$ cat config.mk
export PLATFORM = sky130hd
export DESIGN_NAME = ps2_ascii_decoder_flat
export DESIGN_NICKNAME = d
export VERILOG_FILES = /design/src/rtl/ps2_ascii_decoder_if.sv /design/src/rtl/ps2_ascii_decoder.sv /design/src/flat_wrapper.sv
export SDC_FILE = /design/constraint.sdc
export NUM_CORES = 1
export LEC_CHECK = 0
export BUFFER_PORTS_ARGS = -buffer_cell sky130_fd_sc_hd__buf_2
export CAP_MARGIN = 20
export CELL_PAD_IN_SITES_DETAIL_PLACEMENT = 0
export CELL_PAD_IN_SITES_GLOBAL_PLACEMENT = 1
export CORE_ASPECT_RATIO = 0.5
export CORE_MARGIN = 2
export CORE_UTILIZATION = 53
export DETAILED_ROUTE_END_ITERATION = 8
export PLACE_DENSITY = 0.88
export REMOVE_ABC_BUFFERS = 1
export SETUP_SLACK_MARGIN = 0.3
export SLEW_MARGIN = 5
export SYNTH_ARGS = -nofsm -noshare
export SYNTH_HDL_FRONTEND = slang
export SYNTH_SLANG_ARGS = --single-unit
$ cat constraint.sdc
create_clock -name clk -period 5.8 [get_ports clk]
set_clock_uncertainty 0.15 [all_clocks]
set_input_delay 1.16 -clock clk [delete_from_list [all_inputs] [get_ports clk]]
set_output_delay 1.16 -clock clk [all_outputs]
set_load 0.02 [all_outputs]
$ cat src/rtl/ps2_ascii_decoder_if.sv
// Scan-code / ASCII FIFO bus for ps2_ascii_decoder.
// keycode/kflag : scan-code word and one-cycle strobe from the PS/2 receiver
// rd_en         : pop request from the downstream consumer
// ascii_data    : FIFO head entry, ascii_valid = FIFO not empty
// fifo_full, overflow, shift_state, caps_state : status
interface ps2_ascii_decoder_if;
  logic [15:0] keycode;
  logic        kflag;
  logic        rd_en;
  logic [7:0]  ascii_data;
  logic        ascii_valid;
  logic        fifo_full;
  logic        overflow;
  logic        shift_state;
  logic        caps_state;

  modport master (
    output keycode, kflag, rd_en,
    input  ascii_data, ascii_valid, fifo_full, overflow, shift_state, caps_state
  );

  modport slave (
    input  keycode, kflag, rd_en,
    output ascii_data, ascii_valid, fifo_full, overflow, shift_state, caps_state
  );
endinterface

$ cat src/rtl/ps2_ascii_decoder.sv
// PS/2 Scan Code Set 2 to ASCII decoder with a first-word-fall-through FIFO.
// clk, rst_n : system clock, asynchronous active-low reset
// bus        : ps2_ascii_decoder_if slave (scan-code input, FIFO read side, status)
module ps2_ascii_decoder #(
  parameter int unsigned FIFO_DEPTH = 8,
  parameter int unsigned FIFO_AW    = 3
) (
  input logic                clk,
  input logic                rst_n,
  ps2_ascii_decoder_if.slave bus
);

  typedef enum logic [1:0] {StIdle, StExt, StBrk, StExtBrk} state_e;

  localparam logic [FIFO_AW:0] Depth = (FIFO_AW + 1)'(FIFO_DEPTH);

  state_e state_q, state_d;
  logic [7:0] code;
  logic       unused_prev;
  logic       make_ev, brk_ev, ext_make_ev;

  assign code        = bus.keycode[7:0];
  assign unused_prev = ^bus.keycode[15:8];

  // Prefix FSM: state register
  always_ff @(posedge clk or negedge rst_n) begin
    if (!rst_n) state_q <= StIdle;
    else        state_q <= state_d;
  end

  // Prefix FSM: next state
  always_comb begin
    state_d = state_q;
    if (bus.kflag) begin
      case (state_q)
        StIdle: begin
          if (code == 8'hE0)      state_d = StExt;
          else if (code == 8'hF0) state_d = StBrk;
          else                    state_d = StIdle;
        end
        StExt:   state_d = (code == 8'hF0) ? StExtBrk : StIdle;
        default: state_d = StIdle;
      endcase
    end
  end

  // Prefix FSM: completed-code events (extended breaks need no action)
  always_comb begin
    make_ev     = 1'b0;
    brk_ev      = 1'b0;
    ext_make_ev = 1'b0;
    if (bus.kflag) begin
      case (state_q)
        StIdle:  make_ev     = (code != 8'hE0) && (code != 8'hF0);
        StExt:   ext_make_ev = (code != 8'hF0);
        StBrk:   brk_ev      = 1'b1;
        default: ;
      endcase
    end
  end

  // Modifiers
  logic lsh_q, lsh_d, rsh_q, rsh_d, caps_q, caps_d, caps_held_q, caps_held_d;
  logic shift;

  assign shift = lsh_q | rsh_q;

  always_comb begin
    lsh_d       = lsh_q;
    rsh_d       = rsh_q;
    caps_d      = caps_q;
    caps_held_d = caps_held_q;
    if (make_ev || brk_ev) begin
      case (code)
        8'h12: lsh_d = make_ev;
        8'h59: rsh_d = make_ev;
        8'h58: begin
          // Toggle only on the first make so typematic repeats are ignored
          if (make_ev && !caps_held_q) caps_d = ~caps_q;
          caps_held_d = make_ev;
        end
        default: ;
      endcase
    end
  end

  // Translation, using modifier state from before this byte
  logic [7:0] ltr, dig_u, dig_s, tr_char;
  logic       tr_hit;

  always_comb begin
    ltr   = 8'h00;
    dig_u = 8'h00;
    dig_s = 8'h00;
    case (code)
      8'h1C: ltr = "a";  8'h32: ltr = "b";  8'h21: ltr = "c";  8'h23: ltr = "d";
      8'h24: ltr = "e";  8'h2B: ltr = "f";  8'h34: ltr = "g";  8'h33: ltr = "h";
      8'h43: ltr = "i";  8'h3B: ltr = "j";  8'h42: ltr = "k";  8'h4B: ltr = "l";
      8'h3A: ltr = "m";  8'h31: ltr = "n";  8'h44: ltr = "o";  8'h4D: ltr = "p";
      8'h15: ltr = "q";  8'h2D: ltr = "r";  8'h1B: ltr = "s";  8'h2C: ltr = "t";
      8'h3C: ltr = "u";  8'h2A: ltr = "v";  8'h1D: ltr = "w";  8'h22: ltr = "x";
      8'h35: ltr = "y";  8'h1A: ltr = "z";
      default: ltr = 8'h00;
    endcase
    case (code)
      8'h45: begin dig_u = "0"; dig_s = ")"; end
      8'h16: begin dig_u = "1"; dig_s = "!"; end
      8'h1E: begin dig_u = "2"; dig_s = "@"; end
      8'h26: begin dig_u = "3"; dig_s = "#"; end
      8'h25: begin dig_u = "4"; dig_s = "$"; end
      8'h2E: begin dig_u = "5"; dig_s = "%"; end
      8'h36: begin dig_u = "6"; dig_s = "^"; end
      8'h3D: begin dig_u = "7"; dig_s = "&"; end
      8'h3E: begin dig_u = "8"; dig_s = "*"; end
      8'h46: begin dig_u = "9"; dig_s = "("; end
      default: begin dig_u = 8'h00; dig_s = 8'h00; end
    endcase

    tr_hit  = 1'b1;
    tr_char = 8'h00;
    if (ltr != 8'h00) begin
      tr_char = (shift ^ caps_q) ? (ltr - 8'h20) : ltr;
    end else if (dig_u != 8'h00) begin
      tr_char = shift ? dig_s : dig_u;
    end else begin
      case (code)
        8'h29:   tr_char = 8'h20;
        8'h5A:   tr_char = 8'h0D;
        8'h66:   tr_char = 8'h08;
        default: tr_hit  = 1'b0;
      endcase
    end
  end

  logic       wr_req_q, wr_req_d;
  logic [7:0] wr_char_q, wr_char_d;

  assign wr_req_d  = (make_ev && tr_hit) || (ext_make_ev && (code == 8'h5A));
  assign wr_char_d = ext_make_ev ? 8'h0D : tr_char;

  always_ff @(posedge clk or negedge rst_n) begin
    if (!rst_n) begin
      lsh_q       <= 1'b0;
      rsh_q       <= 1'b0;
      caps_q      <= 1'b0;
      caps_held_q <= 1'b0;
      wr_req_q    <= 1'b0;
      wr_char_q   <= 8'h00;
    end else begin
      lsh_q       <= lsh_d;
      rsh_q       <= rsh_d;
      caps_q      <= caps_d;
      caps_held_q <= caps_held_d;
      wr_req_q    <= wr_req_d;
      wr_char_q   <= wr_char_d;
    end
  end

  // FIFO
  logic [7:0]         mem_q [FIFO_DEPTH];
  logic [FIFO_AW-1:0] wptr_q, rptr_q;
  logic [FIFO_AW:0]   count_q;
  logic               ovf_q;
  logic               empty, full, push, pop;

  assign empty = (count_q == '0);
  assign full  = (count_q == Depth);
  assign pop   = bus.rd_en && !empty;
  // A full FIFO still accepts a write when a pop frees a slot in the same cycle
  assign push  = wr_req_q && (!full || pop);

  always_ff @(posedge clk or negedge rst_n) begin
    if (!rst_n) begin
      wptr_q  <= '0;
      rptr_q  <= '0;
      count_q <= '0;
      ovf_q   <= 1'b0;
    end else begin
      if (push) wptr_q <= wptr_q + FIFO_AW'(1);
      if (pop)  rptr_q <= rptr_q + FIFO_AW'(1);
      if (push && !pop)      count_q <= count_q + (FIFO_AW + 1)'(1);
      else if (pop && !push) count_q <= count_q - (FIFO_AW + 1)'(1);
      if (wr_req_q && !push) ovf_q <= 1'b1;
    end
  end

  always_ff @(posedge clk) begin
    if (push) mem_q[wptr_q] <= wr_char_q;
  end

  assign bus.ascii_data  = empty ? 8'h00 : mem_q[rptr_q];
  assign bus.ascii_valid = !empty;
  assign bus.fifo_full   = full;
  assign bus.overflow    = ovf_q;
  assign bus.shift_state = shift;
  assign bus.caps_state  = caps_q;

endmodule

$ cat src/flat_wrapper.sv
// flat-port wrapper written by rule: the top's interface ports become plain ports
module ps2_ascii_decoder_flat 
#(
  parameter int unsigned FIFO_DEPTH = 8,
  parameter int unsigned FIFO_AW    = 3
)
  (clk, rst_n, bus_keycode, bus_kflag, bus_rd_en, bus_ascii_data, bus_ascii_valid, bus_fifo_full, bus_overflow, bus_shift_state, bus_caps_state);
  ps2_ascii_decoder_if bus_i ();
  input logic clk;
  input logic rst_n;
  input wire logic [$bits(bus_i.keycode)-1:0] bus_keycode;
  input wire logic [$bits(bus_i.kflag)-1:0] bus_kflag;
  input wire logic [$bits(bus_i.rd_en)-1:0] bus_rd_en;
  output wire logic [$bits(bus_i.ascii_data)-1:0] bus_ascii_data;
  output wire logic [$bits(bus_i.ascii_valid)-1:0] bus_ascii_valid;
  output wire logic [$bits(bus_i.fifo_full)-1:0] bus_fifo_full;
  output wire logic [$bits(bus_i.overflow)-1:0] bus_overflow;
  output wire logic [$bits(bus_i.shift_state)-1:0] bus_shift_state;
  output wire logic [$bits(bus_i.caps_state)-1:0] bus_caps_state;
  assign bus_i.keycode = bus_keycode;
  assign bus_i.kflag = bus_kflag;
  assign bus_i.rd_en = bus_rd_en;
  assign bus_ascii_data = bus_i.ascii_data;
  assign bus_ascii_valid = bus_i.ascii_valid;
  assign bus_fifo_full = bus_i.fifo_full;
  assign bus_overflow = bus_i.overflow;
  assign bus_shift_state = bus_i.shift_state;
  assign bus_caps_state = bus_i.caps_state;
  ps2_ascii_decoder #(.FIFO_DEPTH(FIFO_DEPTH), .FIFO_AW(FIFO_AW)) u_core (.clk(clk), .rst_n(rst_n), .bus(bus_i));
endmodule
==> summary.md <==
| Metric | Value |
|---|---|
| Clk network pwr share | `25.6%` |
| Initial drt markers | `196` |
| Die ar. | `0.00973 mm2` |
| Top post-synthesis cells by area | `edfxtp_1, dfrtp_1, mux4_2, ha_1, mux2i_1` |
| IO Count | `33` |
| Crit path kind | `in2reg` |
| H-tree levels | `3` |
| Hold-fix buffers at CTS | `0` |
| Reg2reg end | `u_core.count_q[3]` |
| Overflow after GRT | `0` |
| P_int | `1.38 mW` |
| Asr flop ratio synth | `28.9%` |
| Crit-path slowest cell | `a2111oi_4` |
| DRC | `0` |
| Top_reg_cell synth | `edfxtp_1` |
| Initial antenna violation count | `0` |
| Placeable Area | `0.00868 mm2` |
| Cell variety after synth | `63` |
| Worst path arrival time | `3.60 ns` |
| Number of synthesized flops with an enable pin | `64` |
| Final nets | `434` |
| Slew Limit Fails | `0` |
| DPL Wire Length | `6750 um` |
| Worst-Skew Late Latency | `0.33 ns` |
| Yosys Warn Count | `0` |
| Post-cts resize count | `0` |
| GRT Util Overall | `22.2%` |
| Largest net degree at the start of global routing | `35` |
| IO Port Bufs | `24` |
| Final core occ | `60.0%` |
| Post-synth top area cell | `edfxtp_1` |
| Longest Clk Path Bufs | `2` |
| Worst Hold Path Cells | `1` |
| Switch share | `33.1%` |
| Combinational Power Share | `31.1%` |
| CTS root buffer | `clkbuf_16` |
| TritonRoute pass-1 iters | `6` |
| DR vias | `3,213` |
| Crit share post-route | `60.9%` |
| Hold path startpoint | `u_core.bus.overflow` |
| CTS sink cnt | `90` |
| R2R cell count | `12` |
| Hold Fails Final Rpt | `0` |
| NetSw | `681 uW` |
| Fill cells | `674` |
| Final WL | `10,300 um` |
| RSZ-0062 raised after global routing | `no` |
| HP Class | `reg2reg` |
| Final Setup Violations | `0` |
| Fraction of final layout cells with drive strength greater than 1 | `18.1%` |
| Peak Freq | `283 MHz` |
| Seq pwr share | `43.2%` |
| Worst Path Required | `5.87 ns` |
| WL/cell | `19.8 um` |
| Initial core utilization | `54.4%` |
| Top cell type's share of synthesized area | `40.7%` |
| FF+latch count, synth | `90` |
| Post-route ant nets | `0` |
| Die Y | `70.8 um` |
| Max-cap viol count | `0` |
| CTS Buf Count | `9` |
| Die width | `138 um` |
| Worst slew margin | `41.5%` |
| N_diodes | `0` |
| Clk pin slew, worst setup/hold paths | `0.06 ns` |
| Worst Setup End Kind | `register` |
| First-pass GRT wire length | `16,000 um` |
| Num rows | `24` |
| Worst r2r src | `u_core.count_q[0]` |
| Post-CTS Setup Inserts | `0` |
| CP Launch Type | `input pin` |
| Vias in the first global route | `3,093` |
| Syn Inst Count | `380` |
| Static leakage | `1.99 nW` |
| Vias per cell | `6.17` |
| Tmin final | `3.53 ns` |
| Outcome | `complete, no violations` |
| Post-Syn Area per Cell | `12.4 um2` |
| Post-Syn Area | `0.00472 mm2` |
| Worst Hold End | `u_core.bus.overflow` |
| Sequence of cells on the critical path | `buf_2, inv_1, ha_1, and2_1, a21oi_1, o221ai_1, a2111oi_4, nand4_2, mux2_4` |
| PwrDens | `395 mW/mm2` |
| CP max FO | `11` |
| GPL Wtd Cong | `0.893` |
| Area growth from synthesis to layout | `10.2%` |
| Setup TNS | `0 ns` |
| Worst slew pin tran | `0.875 ns` |
| Maximum vdd drop | `0.172 mV` |
| Sequential area share after synthesis | `54.4%` |
| Reg2reg setup slack | `2.99 ns` |
| CTS tree | `done` |
| Max stage delay on crit path | `0.48 ns` |
[routing by layer]
layer	vias up	global-route usage, %	wire [um]
li1	1480	-	-
met1	1587	31.1	4520
met2	138	35.9	4910
met3	8	5.09	759
met4	0	5.15	106
met5	-	0	0
[worst max-delay path: cells and delay by family]
family                   cells  cell delay [ns]
AO/OA/AOI/OAI                3             0.89
AND/OR/NAND/NOR              2             0.53
multiplexers                 1             0.35
adder cells (fa/ha/maj)      1             0.34
buffers and inverters        2             0.32
[flip-flops by register name, summed over array words and instances, names as in the netlist]
name,cells
u_core.rsh_q,1
u_core.wr_req_q,1
u_core.lsh_q,1
u_core.count_q,4
u_core.mem_q,64
u_core.wr_char_q,8
u_core.caps_held_q,1
u_core.bus.caps_state,1
u_core.rptr_q,3
u_core.wptr_q,3
u_core.bus.overflow,1
u_core.state_q,2
[per-stage QoR]
| step | total power, mW | instances | hold slack, ns | cell area (um2) | setup WS [ns] |
|---|---|---|---|---|---|
| after CTS | 2.04 | 519 | 0.337 | 5170 | 1.91 |
| after detailed placement | 1.50 | 503 | 0.324 | 4900 | 2.00 |
| after floorplan | 1.32 | 360 | 0.293 | 4610 | 2.59 |
| after global routing | 2.16 | 521 | 0.365 | 5210 | 2.11 |
| final | 2.06 | 521 | 0.331 | 5210 | 2.27 |
| after global placement | 1.47 | 503 | 0.285 | 4900 | 2.04 |
[placed cells by master (no fill, tap or decap), types with 3 or more instances in the layout]
cell and count:
edfxtp_1 64, nor2_1 33, nand2_1 32, dfrtp_1 26, buf_2 24, mux4_2 16, o21ai_0 15, mux2i_1 15
ha_1 14, inv_1 13, nand3_1 11, a21oi_1 11, clkbuf_16 9, xnor2_1 8, nand2b_1 8, nor3_1 8
nor2b_1 8, and4_1 4, nand4_1 4, a31oi_1 4, and3_1 4, o22ai_1 4, nand3b_1 3, xor2_1 3
mux2_2 3, a32oi_1 3, clkinv_4 3
[synth_stat cells, types with 2 or more instances]
cell type	n
mux4_2	16
mux2i_1	15
xnor2_1	8
nor2_1	33
a22o_1	2
a31oi_1	4
mux2_2	3
nor2b_1	8
and3_1	4
ha_1	14
o2111ai_1	2
a31o_2	2
a32oi_1	3
nor4_1	2
and2_1	2
nand2b_1	8
dfrtp_1	26
inv_1	13
a211oi_1	2
xor2_1	3
o21ai_0	15
buf_2	7
nand3b_1	3
buf_4	5
and4_1	4
o32ai_1	2
nand4_1	4
nand2_1	32
buf_1	3
o221ai_1	2
nor3_1	8
clkbuf_1	4
nand3_1	11
a21oi_1	11
o311a_1	2
edfxtp_1	64
o21a_1	2
or2_2	2
o22ai_1	4
a21o_1	2
[layout make-up]
class / count / area [um2] / share of cell area [%]
flip-flops and latches: 90 / 2570 / 49.4
clock buffers: 10 / 229 / 4.40
multi-input cells: 256 / 1990 / 38.2
clock inverters: 6 / 48.8 / 0.937
repair buffers: 28 / 170 / 3.27
well taps: 117 / 146 / 2.81
inverters: 14 / 52.6 / 1.01
[worst max path at each step]
stage	slack [ns]	start	depth (start not counted)	endpoint
global placement	2.04	bus_keycode[1]	9	u_core.wr_char_q[5]
CTS	1.91	u_core.rptr_q[0]	4	bus_ascii_data[3]
detailed placement	2.00	bus_keycode[1]	9	u_core.wr_char_q[5]
global route	2.11	bus_keycode[1]	9	u_core.wr_char_q[5]
finish	2.27	bus_keycode[1]	9	u_core.wr_char_q[5]
floorplan	2.59	bus_keycode[1]	8	u_core.wr_char_q[5]
[kinds of logic after synthesis]
kind of cell / synth area share [%]
DFF: 54.4
xor gates and xnor gates: 2.04
adders and majority gates: 4.13
AOI/OAI and AO/OA: 10.2
and+or+nand+nor: 13.9
buffers and inverters: 3.44
muxes: 11.8
[power by group through the flow]
stage / sequential [mW] / combinational [mW] / clock [mW]
floorplan: 0.887 / 0.429 / 0
global placement: 0.911 / 0.558 / 0
detailed placement: 0.925 / 0.578 / 0
CTS: 0.914 / 0.592 / 0.537
global route: 0.904 / 0.699 / 0.560
finish: 0.890 / 0.641 / 0.527
Power figures use the tool's default switching activity.
